**config.mk**
```make
export PLATFORM = sky130hd
export DESIGN_NAME = qbus_master
export DESIGN_NICKNAME = d
export VERILOG_FILES = /design/src/rtl/qbus_master.sv
export SDC_FILE = /design/constraint.sdc
export NUM_CORES = 1
export LEC_CHECK = 0
export BUFFER_PORTS_ARGS = -buffer_cell sky130_fd_sc_hd__buf_2
export CAP_MARGIN = 25
export CELL_PAD_IN_SITES_DETAIL_PLACEMENT = 1
export CELL_PAD_IN_SITES_GLOBAL_PLACEMENT = 1
export CORE_MARGIN = 2
export CORE_UTILIZATION = 39
export DETAILED_ROUTE_END_ITERATION = 7
export GPL_TIMING_DRIVEN = 1
export PLACE_DENSITY = 0.83
export SLEW_MARGIN = 20
export SYNTH_ARGS = -nofsm -noshare
export SYNTH_HDL_FRONTEND = slang
export SYNTH_SLANG_ARGS = --single-unit
export TNS_END_PERCENT = 1
```
**constraint.sdc**
```tcl
create_clock -name clk -period 5.1 [get_ports clk]
set_clock_uncertainty 0.1 [all_clocks]
set_input_delay 1.275 -clock clk [delete_from_list [all_inputs] [get_ports clk]]
set_output_delay 1.275 -clock clk [all_outputs]
set_load 0.05 [all_outputs]
```
**src/rtl/qbus_master.sv**
```systemverilog
// Q-bus (MPI) bus-cycle master: DATI, DATO(B), DATIO(B) and interrupt
// acknowledge cycles with address setup, RPLY synchronisation and an
// RPLY-timeout bus-error abort.
module qbus_master #(
  parameter int unsigned AW      = 16,
  parameter int unsigned SETUP   = 1,
  parameter int unsigned TO_W    = 6,
  parameter int unsigned TIMEOUT = 40
) (
  input  logic          clk,
  input  logic          rst,
  input  logic          req,
  input  logic [1:0]    cmd,
  input  logic          byte_sel,
  input  logic [AW-1:0] addr,
  input  logic [AW-1:0] wdata,
  input  logic          wr_go,
  input  logic          rply,
  input  logic [AW-1:0] ad_in,
  output logic [AW-1:0] ad_out,
  output logic          ad_oe,
  output logic          sync,
  output logic          din,
  output logic          dout,
  output logic          wtbt,
  output logic          iako,
  output logic          busy,
  output logic          rd_valid,
  output logic [AW-1:0] rdata,
  output logic          done,
  output logic          err
);

  typedef enum logic [2:0] {
    S_IDLE, S_ADDR, S_SYNC, S_DATA, S_WAIT, S_END, S_RMW_HOLD, S_IAK
  } state_t;

  typedef enum logic [1:0] {
    CMD_RD = 2'b00, CMD_WR = 2'b01, CMD_RMW = 2'b10, CMD_IAK = 2'b11
  } cmd_t;

  state_t          state_q, state_d;
  cmd_t            cmd_q, cmd_d;
  logic [TO_W-1:0] cnt_q, cnt_d;
  logic            byte_q, byte_d;
  logic            lane_q, lane_d;
  logic [AW-1:0]   wd_q, wd_d;
  logic            rply_m_q, rply_m_d, rply_s_q, rply_s_d;
  logic [AW-1:0]   ad_out_q, ad_out_d, rdata_q, rdata_d;
  logic            ad_oe_q, ad_oe_d, sync_q, sync_d, din_q, din_d;
  logic            dout_q, dout_d, wtbt_q, wtbt_d, iako_q, iako_d;
  logic            busy_q, busy_d, rd_valid_q, rd_valid_d;
  logic            done_q, done_d, err_q, err_d;
  logic            tmo, abort;
  logic [7:0]      lane_byte;

  // Byte writes place the low data byte on both lanes.
  function automatic logic [AW-1:0] bus_word(input logic b, input logic [AW-1:0] w);
    return b ? {(AW/8){w[7:0]}} : w;
  endfunction

  // Next-state, strobe and datapath decode; strobes are held unless changed.
  always_comb begin
    state_d    = state_q;
    cmd_d      = cmd_q;
    cnt_d      = cnt_q;
    byte_d     = byte_q;
    lane_d     = lane_q;
    wd_d       = wd_q;
    ad_out_d   = ad_out_q;
    rdata_d    = rdata_q;
    ad_oe_d    = ad_oe_q;
    sync_d     = sync_q;
    din_d      = din_q;
    dout_d     = dout_q;
    wtbt_d     = wtbt_q;
    iako_d     = iako_q;
    rd_valid_d = 1'b0;
    done_d     = 1'b0;
    err_d      = 1'b0;
    rply_m_d   = rply;
    rply_s_d   = rply_m_q;
    tmo        = (cnt_q == TO_W'(TIMEOUT - 1));
    abort      = 1'b0;
    lane_byte  = lane_q ? ad_in[15:8] : ad_in[7:0];

    unique case (state_q)
      S_IDLE: begin
        // The done cycle is still busy, so a request there is not taken.
        if (req && !done_q) begin
          cmd_d  = cmd_t'(cmd);
          byte_d = byte_sel;
          lane_d = addr[0];
          wd_d   = wdata;
          cnt_d  = '0;
          if (cmd_t'(cmd) == CMD_IAK) begin
            state_d = S_IAK;
            din_d   = 1'b1;
          end else begin
            state_d  = S_ADDR;
            ad_oe_d  = 1'b1;
            ad_out_d = addr;
            wtbt_d   = (cmd_t'(cmd) == CMD_WR);
          end
        end
      end
      S_ADDR: begin
        if (cnt_q == TO_W'(SETUP - 1)) begin
          state_d = S_SYNC;
          sync_d  = 1'b1;
        end else begin
          cnt_d = cnt_q + 1'b1;
        end
      end
      S_SYNC: begin
        if (cmd_q == CMD_WR) begin
          state_d  = S_DATA;
          ad_out_d = bus_word(byte_q, wd_q);
          wtbt_d   = byte_q;
        end else begin
          state_d = S_WAIT;
          din_d   = 1'b1;
          ad_oe_d = 1'b0;
          wtbt_d  = 1'b0;
          cnt_d   = '0;
        end
      end
      S_DATA: begin
        state_d = S_WAIT;
        dout_d  = 1'b1;
        cnt_d   = '0;
      end
      S_WAIT: begin
        // din distinguishes the read phase from the write phase here.
        if (rply_s_q) begin
          cnt_d = '0;
          if (din_q) begin
            din_d      = 1'b0;
            rd_valid_d = 1'b1;
            rdata_d    = byte_q ? AW'(lane_byte) : ad_in;
            state_d    = (cmd_q == CMD_RMW) ? S_RMW_HOLD : S_END;
          end else begin
            dout_d  = 1'b0;
            state_d = S_END;
          end
        end else if (tmo) begin
          abort = 1'b1;
        end else begin
          cnt_d = cnt_q + 1'b1;
        end
      end
      S_END: begin
        if (!rply_s_q) begin
          state_d = S_IDLE;
          sync_d  = 1'b0;
          ad_oe_d = 1'b0;
          wtbt_d  = 1'b0;
          done_d  = 1'b1;
          cnt_d   = '0;
        end else if (tmo) begin
          abort = 1'b1;
        end else begin
          cnt_d = cnt_q + 1'b1;
        end
      end
      S_RMW_HOLD: begin
        if (wr_go) begin
          wd_d     = wdata;
          state_d  = S_DATA;
          ad_oe_d  = 1'b1;
          ad_out_d = bus_word(byte_q, wdata);
          wtbt_d   = byte_q;
        end
      end
      S_IAK: begin
        if (rply_s_q) begin
          rdata_d    = ad_in;
          rd_valid_d = 1'b1;
          din_d      = 1'b0;
          iako_d     = 1'b0;
          state_d    = S_END;
          cnt_d      = '0;
        end else if (tmo) begin
          abort = 1'b1;
        end else begin
          iako_d = 1'b1;
          cnt_d  = cnt_q + 1'b1;
        end
      end
      default: state_d = S_IDLE;
    endcase

    if (abort) begin
      state_d = S_IDLE;
      sync_d  = 1'b0;
      din_d   = 1'b0;
      dout_d  = 1'b0;
      wtbt_d  = 1'b0;
      iako_d  = 1'b0;
      ad_oe_d = 1'b0;
      done_d  = 1'b1;
      err_d   = 1'b1;
      cnt_d   = '0;
    end

    busy_d = (state_d != S_IDLE) || done_d;
  end

  // State, RPLY synchroniser and registered outputs.
  always_ff @(posedge clk) begin
    if (rst) begin
      state_q    <= S_IDLE;
      cmd_q      <= CMD_RD;
      cnt_q      <= '0;
      byte_q     <= 1'b0;
      lane_q     <= 1'b0;
      wd_q       <= '0;
      rply_m_q   <= 1'b0;
      rply_s_q   <= 1'b0;
      ad_out_q   <= '0;
      rdata_q    <= '0;
      ad_oe_q    <= 1'b0;
      sync_q     <= 1'b0;
      din_q      <= 1'b0;
      dout_q     <= 1'b0;
      wtbt_q     <= 1'b0;
      iako_q     <= 1'b0;
      busy_q     <= 1'b0;
      rd_valid_q <= 1'b0;
      done_q     <= 1'b0;
      err_q      <= 1'b0;
    end else begin
      state_q    <= state_d;
      cmd_q      <= cmd_d;
      cnt_q      <= cnt_d;
      byte_q     <= byte_d;
      lane_q     <= lane_d;
      wd_q       <= wd_d;
      rply_m_q   <= rply_m_d;
      rply_s_q   <= rply_s_d;
      ad_out_q   <= ad_out_d;
      rdata_q    <= rdata_d;
      ad_oe_q    <= ad_oe_d;
      sync_q     <= sync_d;
      din_q      <= din_d;
      dout_q     <= dout_d;
      wtbt_q     <= wtbt_d;
      iako_q     <= iako_d;
      busy_q     <= busy_d;
      rd_valid_q <= rd_valid_d;
      done_q     <= done_d;
      err_q      <= err_d;
    end
  end

  assign ad_out   = ad_out_q;
  assign ad_oe    = ad_oe_q;
  assign sync     = sync_q;
  assign din      = din_q;
  assign dout     = dout_q;
  assign wtbt     = wtbt_q;
  assign iako     = iako_q;
  assign busy     = busy_q;
  assign rd_valid = rd_valid_q;
  assign rdata    = rdata_q;
  assign done     = done_q;
  assign err      = err_q;

endmodule

```
# After elaboration in Yosys (flattened, before gate mapping)
# Cells that the tools add are included.
# totals
register_bits,73
latchBits,0
ram_bits,0
romBits,0
input_bits,56
out_inout_bits,42
wordCells,145
n_memories,0
# classes
addsub,1
multipliers,0
n_div,0
n_lt_le_gt_ge,0
eq_ne,27
n_shift,0
n_mux,70
n_bitwise,0
reduce_logical,27
# ops
operator,n
16-bit 2-to-1 mux,12
16-bit one-hot mux with 2 select lines,2
16-bit one-hot mux with 3 select lines,1
6-bit 2-to-1 mux,6
6-bit one-hot mux with 6 select lines,1
1-bit 2-to-1 mux,28
"2-bit != test, second input constant",14
3-bit 2-to-1 mux,9
3-bit one-hot mux with 8 select lines,1
5-bit AND reduction,3
"3-bit == test, second input constant",4
3-bit AND reduction,3
3-bit nonzero test,3
8-bit 2-to-1 mux,1
1-bit one-hot mux with 2 select lines,4
1-bit one-hot mux with 4 select lines,2
4-bit AND reduction,2
2-bit nonzero test,4
"6-bit by 1-bit adder with 6-bit output, second input constant",1
"3-bit by 2-bit == test with 1-bit output, second input constant",2
"6-bit == test, second input constant",1
6-bit zero test,1
6-bit AND reduction,1
6-bit nonzero test,1
13 further kinds,18

# Logic depth before layout (Yosys ltp)
# logic_depth
ltp_word,8
mapped_depth,8
ltp_nobuf,6

# Least setup slack after synthesis
# No wires, ideal clock.
# synth_path
path_kind,input to register
startpoint,input req
endpoint,register cnt_q[2]
setup_ps,70
arrival_time_ps,2360
required_ps,4930
path_slack_ps,2571
cell_stages,6
path_buffers,1
path_cell_list,nor2b_1 buf_2 or2b_1 nand3_4 or4b_1 a21oi_1
# synth_via
elab_chain_cells,3
# synth_lines
item,line_no,rtl
"start, declared",12,"input logic req,"
1-bit logical AND,90,if (req && !done_q) begin
2-bit != test (no source line),--,
4-bit AND reduction (no source line),--,
"end signal, assigned",235,cnt_q <= cnt_d;
"end, declared",44,"logic [TO_W-1:0] cnt_q, cnt_d;"
# Every way passes these cells.
# A chain may end at the register's enable or synchronous reset.

# Worst setup path after layout
# layout_path
startpoint,register state_q[1]
endpoint,register wd_q[8]
# layout_via
elab_chain_cells,3
word_cells_on_any_way,7
classes_between,eq/ne: 3; mux: 1; reduce/logical: 3
# layout_lines
item,line_no,rtl
"start, declared",42,"state_t state_q, state_d;"
"start signal, assigned",233,state_q <= state_d;
3-bit == test or 3-bit zero test (tied branches),87,unique case (state_q)
2-bit != test (no source line) or 2-bit nonzero test (tied branches),--,
3-bit AND reduction (no source line),--,
"end signal, assigned",238,wd_q <= wd_d;
"end, declared",47,"logic [AW-1:0] wd_q, wd_d;"
# Parallel ways exist; a longest one is shown, timed or not.

==> results.yml <==
logic_synthesis:
  ys_warn_count: 0
  yosysTopAreaCellShare: 0.403
  synthCells: 419
  ys_ff_latch: 73
  synth_edf_count: 0
  syn_area_um2: 3630
  synth_top_area_cell: "dfxtp_1"
  synth_cell_type_count: 53
  ys_top_cells_by_area: "dfxtp_1 40%, mux2i_1 14%, nor2_1 5.1%, a21oi_1 4.6%, nand2_1 3.9%"
  synthFlopType: "dfxtp_1"
  syn_avg_cell_area_um2: 8.66
  synth-seq-area-share: 0.403
  synthesis.nets: 477
  synthArstFlopShare: 0
routing:
  vias: 3385
  wl_mm: 10.2
  first_iter_violations: 152
  wire_per_inst_um: 16.6
  drtAntennaViolNets: 0
  drc: 0
  drtPass1Iterations: 4
  vias_per_cell: 5.50
cells_and_area:
  antennaDiodeCount: 0
  fin_cells: 615
  multi_input_area_um2: 1970
  finalCoreUtilization: 0.474
  drive_gt1_frac: 0.260
  areaGrowthSynthToFinish_pct: 19.7
  seqCellArea_um2: 1460
  nets: 557
  fill_cells: 1101
sta:
  fmax_mhz: 351
  rsz0062_at_grt: "false"
  layout_min_cycle_time_ps: 2850
  holdWs_ps: 346
  relSlewSlack: 0.371
  setup-tns-final_ps: 0
  layout_setup_ws_ps: 2250
  setup_viol: 0
  slew_viol_final: 0
  worstMarginPinSlew_ps: 939
  period_share: 0.559
  hold_viol: 0
critical_path:
  path_max_fanout: 25
  required_ps: 5210
  critPathArrivalTime_ps: 2960
  start_kind: "register"
  end_kind: "register"
  critPathKind: "reg2reg"
place:
  routabilityCongestion: 0.865
  dp_hpwl_mm: 7.02
  portBuffers: 97
  dp_cells: 597
  place_ws_ps: 2010
floorplanning:
  start_util: 0.396
  die-area_um2: 10100
  io_pins: 98
  die_h_um: 100
  core_area_um2: 9150
  num_rows: 35
  die_w_um: 100
clocking:
  cts.sinks: 73
  cts-resized-gates: 0
  insertion_delay_ps: 350
  clk_pin_slew_worst_paths_ps: 80
  cts.path.max_buffers: 2
  numCtsBuffers: 9
  root_buffer: "clkbuf_8"
  post_cts_buffers: 0
  cts_tree: "done"
  h-tree-depth: 3
  cts_hold_buffers: 0
flow_run:
  maxCapViolCount: 0
global_route:
  antenna_found_initial: 0
  grt_max_degree: 62
  grt_overflow: 0
  grt_pass1_wl_mm: 16.8
  grtUsageTotal: 0.210
  grt_pass1_vias: 3439
min_path:
  hold_class: "reg2reg"
power_and_ir_drop:
  p_per_area_nw_per_um2: 541
  ir_worst_vdd_uv: 324
  power_leakage_nw: 1.76
run_status:
  status: "complete, no violations"
==> routing by layer <==
metal  routed length, um  vias up  GRT usage
li1                    -     1655          -
met1                4430     1642      0.266
met2                5200       72      0.358
met3                 402       16     0.0354
met4                 162        0     0.0822
met5                   0        -          0
==> stage by stage <==
stage	instance area (um2)	power [mW]
finish	4340	2.35
global route	4340	2.50
CTS	4310	2.35
detailed placement	4090	1.83
global placement	4090	1.80
floorplan	3630	1.63
==> state kept, by name, summed over array words and instances, names as in the netlist, 2 cells and up <==
name,cells
state_q,3
rdata,16
cmd_q,2
ad_out,16
cnt_q,6
wd_q,16
==> path summary, 6_finish.rpt <==
path / end / slack (ps) / depth (start not counted) / start
hold reg to reg: rply_s_q / 350 / 1 / rply_m_q
hold / removal: rply_s_q / 350 / 1 / rply_m_q
setup reg to reg: wd_q[8] / 2250 / 6 / state_q[1]
setup / recovery: wd_q[8] / 2250 / 6 / state_q[1]
==> synthesized netlist by cell type (all sizes together), types with 2 or more instances <==
| master | n |
|---|---|
| and3 | 4 |
| nor3 | 11 |
| clkbuf | 11 |
| buf | 21 |
| nor4 | 2 |
| a21oi | 35 |
| o21ai | 11 |
| o31ai | 2 |
| o22ai | 8 |
| mux2i | 52 |
| a211oi | 18 |
| inv | 5 |
| a31oi | 4 |
| nand2b | 5 |
| nand4 | 2 |
| nand2 | 40 |
| ha | 2 |
| nor3b | 2 |
| o211ai | 8 |
| dfxtp | 73 |
| nor2b | 9 |
| nand3b | 4 |
| nand3 | 24 |
| a21o | 2 |
| or3 | 2 |
| nor2 | 49 |
==> where the power goes <==
part | leakage (nW) | internal [mW] | switching (mW)
Clock | 0.107 | 0.277 | 0.233
Sequential | 0.596 | 0.693 | 0.126
Combinational | 1.06 | 0.339 | 0.681
==> cell usage in the layout (no fill, tap or decap), types with 7 or more instances in the layout <==
cell type  count
o21ai_0        9
nor2b_1        7
buf_2         97
nand3_1       22
nand2_1       38
o211ai_1       8
nor3_1        10
nor2_1        49
a21oi_1       33
mux2i_1       52
a211oi_1      16
clkbuf_8       9
o22ai_1        8
dfxtp_1       73
==> area by class of cell <==
class / count / area share
repair buffers: 101 / 0.122
well taps: 111 / 0.0320
clock inverters: 6 / 0.0207
multi-input cells: 309 / 0.455
inverters: 5 / 0.00432
flip-flops and latches: 73 / 0.337
clock buffers: 10 / 0.0294
==> worst max-delay path: stages, from the launching register on <==
cell and delay [ps]:
dfxtp_1 850, nor2b_2 610, buf_8 230, nand3_1 110, nand2_2 450, mux2i_1 290, nor2_1 60
==> cells by family after synthesis <==
group                    after synthesis  synth area share
AND/OR/NAND/NOR                      160             0.219
AO/OA/AOI/OAI                         93             0.169
flip-flops                            73             0.403
multiplexers                          52             0.143
buffers and inverters                 37            0.0545
XOR/XNOR                               2           0.00483
adder cells (fa/ha/maj)                2           0.00690
No activity file was read; power rests on OpenSTA's default activity.
